File: src/rtl/latch_seq_pkg.sv
// latch_seq_pkg: shared state encoding and counter sizing for the latch phase sequencer.
package latch_seq_pkg;

   typedef enum logic [2:0] {
      IDLE   = 3'd0,
      M_OPEN = 3'd1,
      GAP1   = 3'd2,
      S_OPEN = 3'd3,
      GAP2   = 3'd4
   } state_t;

   function automatic int cnt_w(input int open_cyc, input int gap_cyc);
      return $clog2(((open_cyc > gap_cyc) ? open_cyc : gap_cyc) + 1);
   endfunction

endpackage

File: src/rtl/phase_timer.sv
// phase_timer: loadable down-counter with zero flag; saturates at zero.
module phase_timer #(
   parameter int CW = 2
) (
   input  logic          clk,
   input  logic          rst_n,
   input  logic          load,
   input  logic [CW-1:0] load_val,
   output logic [CW-1:0] cnt,
   output logic          zero
);

   always_ff @(posedge clk or negedge rst_n) begin
      if (!rst_n) cnt <= '0;
      else if (load) cnt <= load_val;
      else if (cnt != '0) cnt <= cnt - CW'(1);
   end

   assign zero = (cnt == '0);

endmodule

File: src/rtl/latch_phase_sequencer.sv
// latch_phase_sequencer: non-overlapping master/slave latch enables with req/ack load handshake.
// Optional slave readback check enabled by LATCH_SEQ_READBACK_EN (adds q_rb / rb_err).
module latch_phase_sequencer
   import latch_seq_pkg::*;
#(
   parameter int WIDTH    = 8,
   parameter int OPEN_CYC = 2,
   parameter int GAP_CYC  = 1
) (
   input  logic             clk,
   input  logic             rst_n,
   input  logic             load_req,
   input  logic [WIDTH-1:0] load_data,
`ifdef LATCH_SEQ_READBACK_EN
   input  logic [WIDTH-1:0] q_rb,
   output logic             rb_err,
`endif
   output logic             busy,
   output logic             load_ack,
   output logic             m_en,
   output logic             s_en,
   output logic [WIDTH-1:0] m_d
);

   localparam int CW = cnt_w(OPEN_CYC, GAP_CYC);
   localparam logic [CW-1:0] OPEN_LD = CW'(OPEN_CYC - 1);
   localparam logic [CW-1:0] GAP_LD  = CW'(GAP_CYC - 1);

   generate
      if (OPEN_CYC < 1 || GAP_CYC < 1) begin : g_param_chk
         $error("latch_phase_sequencer: OPEN_CYC and GAP_CYC must both be >= 1");
      end
   endgenerate

   state_t          state, state_nxt;
   logic            accept;
   logic            tmr_load;
   logic [CW-1:0]   tmr_val;
   logic [CW-1:0]   cnt;
   logic            zero;

   phase_timer #(.CW(CW)) u_timer (
      .clk      (clk),
      .rst_n    (rst_n),
      .load     (tmr_load),
      .load_val (tmr_val),
      .cnt      (cnt),
      .zero     (zero)
   );

   always_comb begin
      state_nxt = state;
      case (state)
         IDLE:    state_nxt = load_req ? M_OPEN : IDLE;
         M_OPEN:  state_nxt = zero ? GAP1 : M_OPEN;
         GAP1:    state_nxt = zero ? S_OPEN : GAP1;
         S_OPEN:  state_nxt = zero ? GAP2 : S_OPEN;
         GAP2:    state_nxt = zero ? IDLE : GAP2;
         default: state_nxt = IDLE;
      endcase
      accept   = (state == IDLE) && load_req;
      // Every phase change reloads the timer with the new phase length minus one
      tmr_load = (state_nxt != state);
      tmr_val  = (state_nxt == M_OPEN || state_nxt == S_OPEN) ? OPEN_LD :
                 (state_nxt == GAP1   || state_nxt == GAP2)   ? GAP_LD  : '0;
   end

   always_ff @(posedge clk or negedge rst_n) begin
      if (!rst_n) begin
         state    <= IDLE;
         busy     <= 1'b0;
         load_ack <= 1'b0;
         m_en     <= 1'b0;
         s_en     <= 1'b0;
         m_d      <= '0;
      end else begin
         state    <= state_nxt;
         busy     <= (state_nxt != IDLE);
         load_ack <= (state == GAP2) && (state_nxt == IDLE);
         m_en     <= (state_nxt == M_OPEN);
         s_en     <= (state_nxt == S_OPEN);
         if (accept) m_d <= load_data;
      end
   end

`ifdef LATCH_SEQ_READBACK_EN
   // The timer still holds its reload value only during the first GAP2 cycle
   always_ff @(posedge clk or negedge rst_n) begin
      if (!rst_n) rb_err <= 1'b0;
      else if (accept) rb_err <= 1'b0;
      else if (state == GAP2 && cnt == GAP_LD && q_rb != m_d) rb_err <= 1'b1;
   end
`endif

endmodule

File: config.mk
export PLATFORM = sky130hd
export DESIGN_NAME = latch_phase_sequencer
export DESIGN_NICKNAME = d
export VERILOG_FILES = /design/src/rtl/latch_seq_pkg.sv /design/src/rtl/phase_timer.sv /design/src/rtl/latch_phase_sequencer.sv
export SDC_FILE = /design/constraint.sdc
export NUM_CORES = 1
export LEC_CHECK = 0
export ABC_AREA = 1
export BUFFER_PORTS_ARGS = -buffer_cell sky130_fd_sc_hd__buf_2
export CORE_MARGIN = 2
export CORE_UTILIZATION = 44
export DETAILED_ROUTE_END_ITERATION = 8
export PLACE_DENSITY = 0.69
export SYNTH_ARGS = -nofsm -noshare
export SYNTH_HDL_FRONTEND = slang
export SYNTH_HIERARCHICAL = 1
export SYNTH_SLANG_ARGS = --single-unit
File: constraint.sdc
create_clock -name clk -period 1.48 [get_ports clk]
set_input_delay 0.074 -clock clk [delete_from_list [all_inputs] [get_ports clk]]
set_output_delay 0.074 -clock clk [all_outputs]
set_load 0.005 [all_outputs]
==> results.md, run 1 <==
* R2R depth at 13
* Largest net degree at the start of global routing at 18
* Setup CP Type: reg -> reg
* Most common cell in the netlist: nand2_1
* Fmax achieved at 711 MHz
* Syn-to-layout area delta at 46.0%
* Reg2reg start: u_timer/cnt[1]
* Largest cells by area after synthesis: dfrtp_1 (54%), nand2_1 (19%), nand3_1 (3.8%), inv_1 (3.3%), nor2_1 (2.9%)
* Synthesis-stage register bit count at 17
* Core box area at 0.00171 sq mm
* Asr flop ratio synth at 100%
* Skew final at 0.000726 ns
* Worst setup path end: u_timer/cnt[0]
* Pint at 1.46 mW
* Final period utilization at 95.0%
* CTS tree: built
* H-tree depth at 1
* CP arrival at 1.59 ns
* Initial antenna violation count at 0
* Min Tclk post-route at 1.41 ns
* Worst setup SP type: flop
* Buffers on Ports at 22
* Post-Syn Nets at 109
* Setup violators final at 0
* Setup TNS at 0 ns
* Status: finished, final reports clean
* Seq pwr share at 30.7%
* Post-DP HPWL at 1130 um
* Comb pwr share at 60.1%
* WP data required at 1.67 ns
* MaxCap Viol Count at 0
* Antenna viol nets, final at 0
* Hold Path Class: in -> async
* Final WL at 1670 um
* Number of global-route vias before repair at 656
* Root Buffer: clkbuf_4
* Die ar. at 0.00215 sq mm
* N_diodes at 0
* First-pass GRT wire length at 2480 um
* Pre-CTS setup slack at -0.0558 ns
* Cell count after placement at 149
* Post-synth cell types at 18
* R2R Path End: u_timer/cnt[0]
* Wire per inst at 10.2 um
* Power Density at 2290 mW/mm^2
* VDD IR max at 1.21 mV
* Post-Syn Instances at 97
* Final Max Tran Viols at 0
* # IOs at 23
* Sequential area share after synthesis at 53.9%
* Clk network pwr share at 9.2%
* Drt drc at 0
* Tot Pwr at 2.63 mW
* YS warnings at 6
* TritonCTS buffer count at 3
* Flop-to-flop setup slack at 0.07 ns
* Die height at 46.4 um
* DRT iter0 DRCs at 14
* Post-Route Hold Slack at 0.249 ns
* Clock Tree Buf Depth at 2
* NetSw at 1.17 mW
* Clk slew on worst S/H paths at 0.09 ns
* Worst Slack Setup Final at 0.0745 ns
* Layout Nets at 152
* Layout cells sized above 1 at 45.3%
* GP Congestion at 0.840
* Post-synth top cells: nand2_1 (39), dfrtp_1 (17), inv_1 (7)
* Yosys top cell area share at 53.9%
* Leak at 0.632 nW
* Hold Fails Final Rpt at 0
* Number of synthesized flops with an enable pin at 0
* Crit Path Max Fanout at 5
* Final non-filler cell total at 164
* Detailed-route via count at 754
* Clock Sinks at 17
* Gr ovfl total at 0
* Worst-Skew Late Latency at 0.29 ns
* Sw Share at 44.5%
* Cell taking the most area after synthesis: dfrtp_1
* Rows at 15
* DIE WIDTH at 46.4 um
* Gr usage total at 16.7%
* Top FF cell, synth: dfrtp_1
* Crit path from: u_timer/cnt[1]
* Critical Path End Type: flop
* Drt first pass iters at 4
* Syn Area/Cell at 8.14 sq um
* Initial core utilization at 46.2%
* Area of the mapped netlist at 790 sq um
* Vias/cell at 4.60
[worst min path at each step]
stage	endpoint	slack [ns]	cells past startpoint
5_1_grt	m_d[4]	0.28	2
2_1_floorplan	busy	-0.22	0
6_report	m_d[4]	0.25	2
4_1_cts	m_d[0]	0.23	2
3_3_place_gp	load_ack	0.01	1
3_5_place_dp	m_d[6]	0.01	1
[stage by stage]
step                      utilization, %  area (sq um)
final                               67.5          1150
after global routing                67.5          1150
after floorplan                        -           802
after CTS                           64.8          1110
after detailed placement            57.4           981
after global placement              57.4           981
[logic make-up (layout without fill, tap and decap cells)]
logic type	after synthesis	in the layout	share of synthesized area, %
AO/OA/AOI/OAI	4	4	2.53
adder cells (fa/ha/maj)	1	1	1.58
buffers and inverters	12	54	6.02
flip-flops	17	17	53.9
other	1	1	0.475
AND/OR/NAND/NOR	62	62	35.5
[critical path, stage by stage (launching register included)]
cell     delay [ns]
dfrtp_1        0.40
inv_2          0.08
ha_4           0.17
inv_2          0.04
nand3_1        0.07
nand2_1        0.06
inv_2          0.07
nand2_4        0.05
nand2_4        0.06
nand2_4        0.07
nand2_2        0.06
o21ai_1        0.06
nand2_1        0.06
nand2_1        0.04
[cell type report]
cell class	instances	area [sq um]
clock buffers	3	22.5
clock inverters	1	5.00
fillers	147	556
inverters	12	50.0
multi-input cells	68	363
flip-flops and latches	17	428
well taps	25	31.3
repair buffers	38	253
[metal layers]
layer / track usage [%] / vias to the layer above / share of wire, %
met3: 3.53 / 2 / 5.2
met2: 30.8 / 30 / 52
met4: 8.57 / 0 / 0.84
met1: 17.5 / 341 / 42
met5: 0 / - / 0
li1: - / 381 / -
[state kept, by name (all words and copies together) (netlist names)]
name	flops
u_timer/cnt	2
s_en	1
m_d	8
load_ack	1
m_en	1
busy	1
state	3
[placed cells by master, fill, tap and decap left out, types with 2 or more instances in the layout]
cell type and n:
nand2_1 34, buf_4 7, dfrtp_1 15, clkbuf_4 3, nand2_4 3, inv_4 2, dlygate4sd3_1 9, inv_2 8
nand2_2 6, dfrtp_2 2, nor2_2 4, nand3_1 6, inv_1 2, nor2_1 5, buf_2 22
[power groups by stage]
stage	clock, mW	combinational [mW]	sequential [mW]
2_1_floorplan	0	0.846	0.813
3_3_place_gp	0	1.25	0.798
4_1_cts	0.253	1.35	0.800
3_5_place_dp	0	1.28	0.810
5_1_grt	0.270	1.77	0.833
6_report	0.241	1.58	0.810
[what timing repair did]
item	4_1_cts	5_1_grt
endpoints found under the setup margin	2	2
gates resized for setup	3	17
endpoints found under the hold margin	25	0
buffers inserted	1	1
pin swaps	0	4
hold buffers	9	0
Power figures use the tool's default switching activity.
==> run 2, diff against run 1 <==
--- a/config.mk
+++ b/config.mk
@@ -5,11 +5,11 @@
 export SDC_FILE = /design/constraint.sdc
 export NUM_CORES = 1
 export LEC_CHECK = 0
-export ABC_AREA = 1
 export BUFFER_PORTS_ARGS = -buffer_cell sky130_fd_sc_hd__buf_2
 export CORE_MARGIN = 2
 export CORE_UTILIZATION = 44
 export DETAILED_ROUTE_END_ITERATION = 8
+export GPL_TIMING_DRIVEN = 0
 export PLACE_DENSITY = 0.69
 export SYNTH_ARGS = -nofsm -noshare
 export SYNTH_HDL_FRONTEND = slang
==> run 2 against run 1 <==
The flow now finishes with violations (negative setup slack). Sequential power up 0.5%. Critical path type unchanged. Clock power about the same. Worst hold slack worse by 0.24 ns. Global-route usage down 1.1 points. Synthesized cell count down 31%. Flip-flop and latch count unchanged. Die area down 0.43%. Core utilization down 3.0 points. Largest power group unchanged.
==> results.md, run 2 <==
* Status: finished, violations left
* Failing checks: negative setup slack
* Most common cell in the netlist: dfrtp_1
* Gr ovfl total at 0
* Final core occ at 64.5%
* Synthesis-stage register bit count at 17
* R2R depth at 5
* Layout cells sized above 1 at 54.5%
* Number of synthesized flops with an enable pin at 0
* Fmax achieved at 654 MHz
* Worst-Skew Late Latency at 0.29 ns
* Worst Slack Setup Final at -0.0483 ns
* First-pass GRT wire length at 2310 um
* # IOs at 23
* Setup TNS at -0.0483 ns
* Die ar. at 0.00214 sq mm
* Reg with most FFs: m_d
* Hold Crit Depth at 2
* Buffers on Ports at 22
* Asr flop ratio synth at 100%
* Rows at 15
* Final non-filler cell total at 126
* R2R Path End: u_timer/cnt[1]
* Yosys top cell area share at 54.1%
* Cell area after placement at 953 sq um
* Min Tclk post-route at 1.53 ns
* Wire per inst at 12.0 um
* Most used routing layer: met2
* YS warnings at 6
* Die height at 46.3 um
* Hold Path Class: in -> reg
* Critical Path End Type: flop
* Clock Tree Buf Depth at 2
* TritonCTS buffer count at 3
* M2 GR Usage at 22.8%
* Core box area at 0.00171 sq mm
* RSZ-0062 raised after global routing: true
* Detailed-route via count at 634
* Final WL at 1520 um
* Root Buffer: clkbuf_4
* Number of global-route vias before repair at 524
* Commonest non-fill, non-tap cell in the layout: buf_2
* Largest cells by area after synthesis: dfrtp_1 (54%), mux2_2 (11%), nand2b_1 (3.2%), nor4b_4 (3.0%), o21ai_0 (2.5%)
* Fin area at 0.00110 sq mm
* MaxCap Viol Count at 0
* Setup violators final at 1
* Crit Path Max Fanout at 6
* Initial antenna violation count at 0
* Setup CP Type: reg -> reg
* Initial core utilization at 46.0%
* GP Congestion at 0.818
* Drt first pass iters at 4
* Cell count after placement at 114
* Reg2reg start: state[2]
* VDD IR max at 0.943 mV
* Drt drc at 0
* WP data required at 1.66 ns
* Final Max Tran Viols at 0
* CP arrival at 1.70 ns
* Area of the mapped netlist at 786 sq um
* Clk slew on worst S/H paths at 0.10 ns
* Gr usage total at 15.7%
* GR Util met1 at 21.1%
* Final period utilization at 103%
* Syn Area/Cell at 11.7 sq um
* Tot Pwr at 2.32 mW
* Layout Nets at 114
* DIE WIDTH at 46.3 um
* Cell taking the most area after synthesis: dfrtp_1
* Post-synth top cells: dfrtp_1 (17), mux2_2 (8), nand2b_1 (4), o21ai_0 (4)
* Worst setup SP type: flop
* Met3 Usage GRT at 2.75%
* Vias/cell at 5.03
* Post-Syn Nets at 79
* Top Registers: m_d (8), state (3), u_timer/cnt (2)
* Flop-to-flop setup slack at -0.05 ns
* Leak at 0.507 nW
* N_diodes at 0
* Syn-to-layout area delta at 40.1%
* Post-Syn Instances at 67
* DRT iter0 DRCs at 5
* Hold Fails Final Rpt at 0
* Commonest cells after routing, fill and taps aside: buf_2 (22), dfrtp_1 (15), mux2_2 (7), buf_4 (6), clkbuf_4 (5)
* Top FF cell, synth: dfrtp_1
* H-tree depth at 1
* CTS tree: built
* Antenna viol nets, final at 0
* Post-synth cell types at 27
* Sequential area share after synthesis at 54.1%
* Clock Sinks at 17
* Crit path from: state[2]
* Sink of the worst hold path: m_d[7]
* Largest net degree at the start of global routing at 18
* Power Density at 2110 mW/mm^2
* Largest register FFs at 8
* Skew final at 0.00503 ns
* Hold Startpoint: load_data[7]
## run 2: cell count changes after synthesis, sizes merged, moves of 4 or more
cell and change:
mux2 +8, inv -9, nand2 -40, nand2b +4, nor2 -8, nand3 -7
## run 2: layer usage
metal,vias up,wire length [um]
li1,304,-
met2,20,742
met3,4,62
met4,0,24
met5,-,0
met1,306,687
## run 2: per-stage QoR
stage               setup WS (ns)  hold WS [ns]
floorplan                 -0.0123        -0.222
global placement           -0.120        0.0117
detailed placement         -0.142        0.0115
CTS                       -0.0775       0.00465
global route              -0.0707       0.00119
finish                    -0.0483        0.0108
## run 2: power breakdown
group / leakage, nW / total [mW] / switching [mW] / internal (mW)
Sequential: 0.203 / 0.814 / 0.128 / 0.687
Combinational: 0.286 / 1.27 / 0.545 / 0.723
Clock: 0.0177 / 0.240 / 0.139 / 0.100
Total: 0.507 / 2.32 / 0.812 / 1.51
## run 2: cell type report
class / instances / area, sq um
sequential: 17 / 428
multi-input combinational: 43 / 383
clock inverter: 1 / 5.00
buffer: 4 / 43.8
timing repair buffer: 30 / 176
clock buffer: 3 / 22.5
inverter: 3 / 11.3
tap: 25 / 31.3
fill: 133 / 607
## run 2: worst max-delay path: stages (launching register included)
cell     delay, ns
dfrtp_1       0.42
buf_8         0.14
buf_4         0.15
nor4_4        0.33
a31oi_4       0.07
o31a_1        0.31
## run 2: worst max path at each step
stage	end	slack, ns	cells after the start
detailed placement	u_timer/cnt[1]	-0.14	7
finish	u_timer/cnt[1]	-0.05	5
global route	u_timer/cnt[1]	-0.07	5
global placement	u_timer/cnt[1]	-0.12	7
CTS	u_timer/cnt[1]	-0.08	5
floorplan	u_timer/cnt[1]	-0.01	5
## run 2: cell families (layout without fill, tap and decap cells)
logic type,Yosys count,after routing,share of synthesized area (%)
buffers and inverters,7,41,3.66
xor gates and xnor gates,1,1,1.11
adders and majority gates,1,1,1.59
muxes,8,8,11.5
DFF,17,17,54.1
and+or+nand+nor,19,19,16.4
AOI/OAI and AO/OA,13,13,11.1
other,1,1,0.477
## run 2: what timing repair did
item,CTS,global route
hold buffers,1,0
pin swaps,2,2
setup buffers,4,3
hold endpoints to repair,17,0
gates resized for setup,5,12
endpoints found under the setup margin,11,12
==> run 3, diff against run 2 <==
--- a/config.mk
+++ b/config.mk
@@ -5,7 +5,7 @@
 export SDC_FILE = /design/constraint.sdc
 export NUM_CORES = 1
 export LEC_CHECK = 0
-export BUFFER_PORTS_ARGS = -buffer_cell sky130_fd_sc_hd__buf_2
+export BUFFER_PORTS_ARGS = -buffer_cell sky130_fd_sc_hd__buf_4
 export CORE_MARGIN = 2
 export CORE_UTILIZATION = 44
 export DETAILED_ROUTE_END_ITERATION = 8
==> run 3 against run 2 <==
Sequential power hardly changed. Clock-buffer cell count rose by 1. Critical path type unchanged. First-iteration DRC count is 20% higher. Worst hold slack worse by 0.00056 ns. Sequential share of layout area decreased by 2.2 points. Combinational power up 8%. Critical endpoint unchanged. Clock power rose by 2%. Highest routed layer unchanged. Non-clock buffer count did not move. The run still ends with negative setup slack left. Setup slack better by 0.0062 ns.
==> results.md, run 3 (synthesized netlist as in run 2, its figures left out) <==
* Status: finished, violations left
* Failing checks: negative setup slack
* NetSw at 835 uW
* R2R Path End: u_timer/cnt[1]
* RSZ-0062 raised after global routing: true
* Power Density at 2090 mW/mm^2
* Core box area at 0.00171 sq mm
* Drt first pass iters at 3
* CTS tree: built
* Gr usage total at 17.1%
* Commonest cells after routing, fill and taps aside: buf_4 (29), dfrtp_1 (16), mux2_2 (8), nand2b_1 (4), clkbuf_4 (4)
* Layout cells sized above 1 at 55.4%
* Die ar. at 0.00214 sq mm
* Hold Path Class: in -> reg
* Rows at 15
* Final WL at 1610 um
* N_diodes at 0
* Die height at 46.3 um
* Setup violators final at 1
* Flop-to-flop setup slack at -0.04 ns
* First-pass GRT wire length at 2460 um
* Gr ovfl total at 0
* Min Tclk post-route at 1.52 ns
* DIE WIDTH at 46.3 um
* Buffers on Ports at 22
* Worst Slack Setup Final at -0.0422 ns
* # IOs at 23
* CP arrival at 1.69 ns
* Clk slew on worst S/H paths at 0.10 ns
* Initial antenna violation count at 0
* Wire per inst at 12.8 um
* Hold Fails Final Rpt at 0
* Clk network pwr share at 10.0%
* Drt drc at 0
* Reg with most FFs: m_d
* Sink of the worst hold path: m_d[7]
* Layout Nets at 114
* MaxCap Viol Count at 0
* Antenna viol nets, final at 0
* Final period utilization at 103%
* Top Registers: m_d (8), state (3), u_timer/cnt (2)
* Post-DP HPWL at 1000 um
* GP Congestion at 0.813
* Leak at 0.523 nW
* Final Max Tran Viols at 0
* Largest register FFs at 8
* R2R depth at 5
* Largest net degree at the start of global routing at 18
* VDD IR max at 1.09 mV
* Setup CP Type: reg -> reg
* Hold Crit Depth at 2
* Root Buffer: clkbuf_4
* Detailed-route via count at 619
* Clock Tree Buf Depth at 2
* Clock Sinks at 17
* Comb pwr share at 56.4%
* Seq pwr share at 33.5%
* Fin area at 0.00116 sq mm
* Syn-to-layout area delta at 47.9%
* Initial core utilization at 46.0%
* Worst setup SP type: flop
* Pint at 1.60 mW
* Hold Startpoint: load_data[7]
* Commonest non-fill, non-tap cell in the layout: buf_4
* Final non-filler cell total at 126
* Crit Path Max Fanout at 3
* DRT iter0 DRCs at 6
* Sw Share at 34.3%
* Reg2reg start: state[2]
* Critical Path End Type: flop
* WP data required at 1.65 ns
* TritonCTS buffer count at 3
* Fmax achieved at 657 MHz
* Skew final at 0.00901 ns
* Vias/cell at 4.91
* Number of global-route vias before repair at 565
* Cell count after placement at 114
* Worst-Skew Late Latency at 0.29 ns
* Cell area after placement at 0.00101 sq mm
* H-tree depth at 1
==> run 3: final cells by class <==
| class | instances | area (sq um) |
|---|---|---|
| multi-input combinational | 43 | 393 |
| clock buffer | 4 | 26.3 |
| buffer | 4 | 42.5 |
| tap | 25 | 31.3 |
| sequential | 17 | 427 |
| fill | 144 | 546 |
| inverter | 3 | 11.3 |
| timing repair buffer | 30 | 231 |
==> run 3: timing repair <==
action / CTS / global route
gates resized for setup: 10 / 8
setup buffers: 5 / 2
setup endpoints to repair: 11 / 12
endpoints found under the hold margin: 17 / 0
pin swaps: 2 / 3
hold buffers: 1 / 0
==> run 3: how the worst max path moves through the flow <==
stage	from	end	slack, ns
5_1_grt	state[2]	u_timer/cnt[1]	-0.11
4_1_cts	state[2]	u_timer/cnt[1]	-0.06
2_1_floorplan	state[2]	u_timer/cnt[1]	-0.01
6_report	state[2]	u_timer/cnt[1]	-0.04
3_3_place_gp	u_timer/cnt[0]	u_timer/cnt[1]	-0.12
3_5_place_dp	u_timer/cnt[0]	u_timer/cnt[1]	-0.16
==> run 3: critical path: stages, from the launching register on <==
cell and delay (ns):
dfrtp_1 0.42, clkbuf_8 0.14, or3_4 0.33, a31oi_4 0.17, or2b_1 0.24, o31a_1 0.10
==> run 3: per-layer routing <==
layer  part of all wire (%)  global-route usage, %
met5                      0                      0
met4                    2.3                   10.9
met3                    5.9                   5.88
met2                     49                   26.9
met1                     43                   19.5
==> run 3: per-stage QoR <==
step / hold slack [ns] / worst slack, ns / power [mW] / setup TNS, ns / util (%)
2_1_floorplan: -0.222 / -0.0123 / 1.51 / -0.0123 / -
3_3_place_gp: -0.0517 / -0.118 / 1.85 / -0.393 / 59.0
3_5_place_dp: -0.0505 / -0.157 / 1.89 / -0.498 / 59.0
4_1_cts: 0.00935 / -0.0640 / 2.32 / -0.0645 / 65.7
5_1_grt: 0.000815 / -0.109 / 2.63 / -0.159 / 68.1
6_report: 0.0102 / -0.0422 / 2.43 / -0.0422 / 68.1
==> run 3: power by group through the flow <==
stage	logic, mW	clock network (mW)	registers (mW)
after floorplan	0.684	0	0.822
after global placement	1.03	0	0.811
after detailed placement	1.06	0	0.823
after CTS	1.26	0.253	0.813
after global routing	1.52	0.274	0.836
final	1.37	0.244	0.816
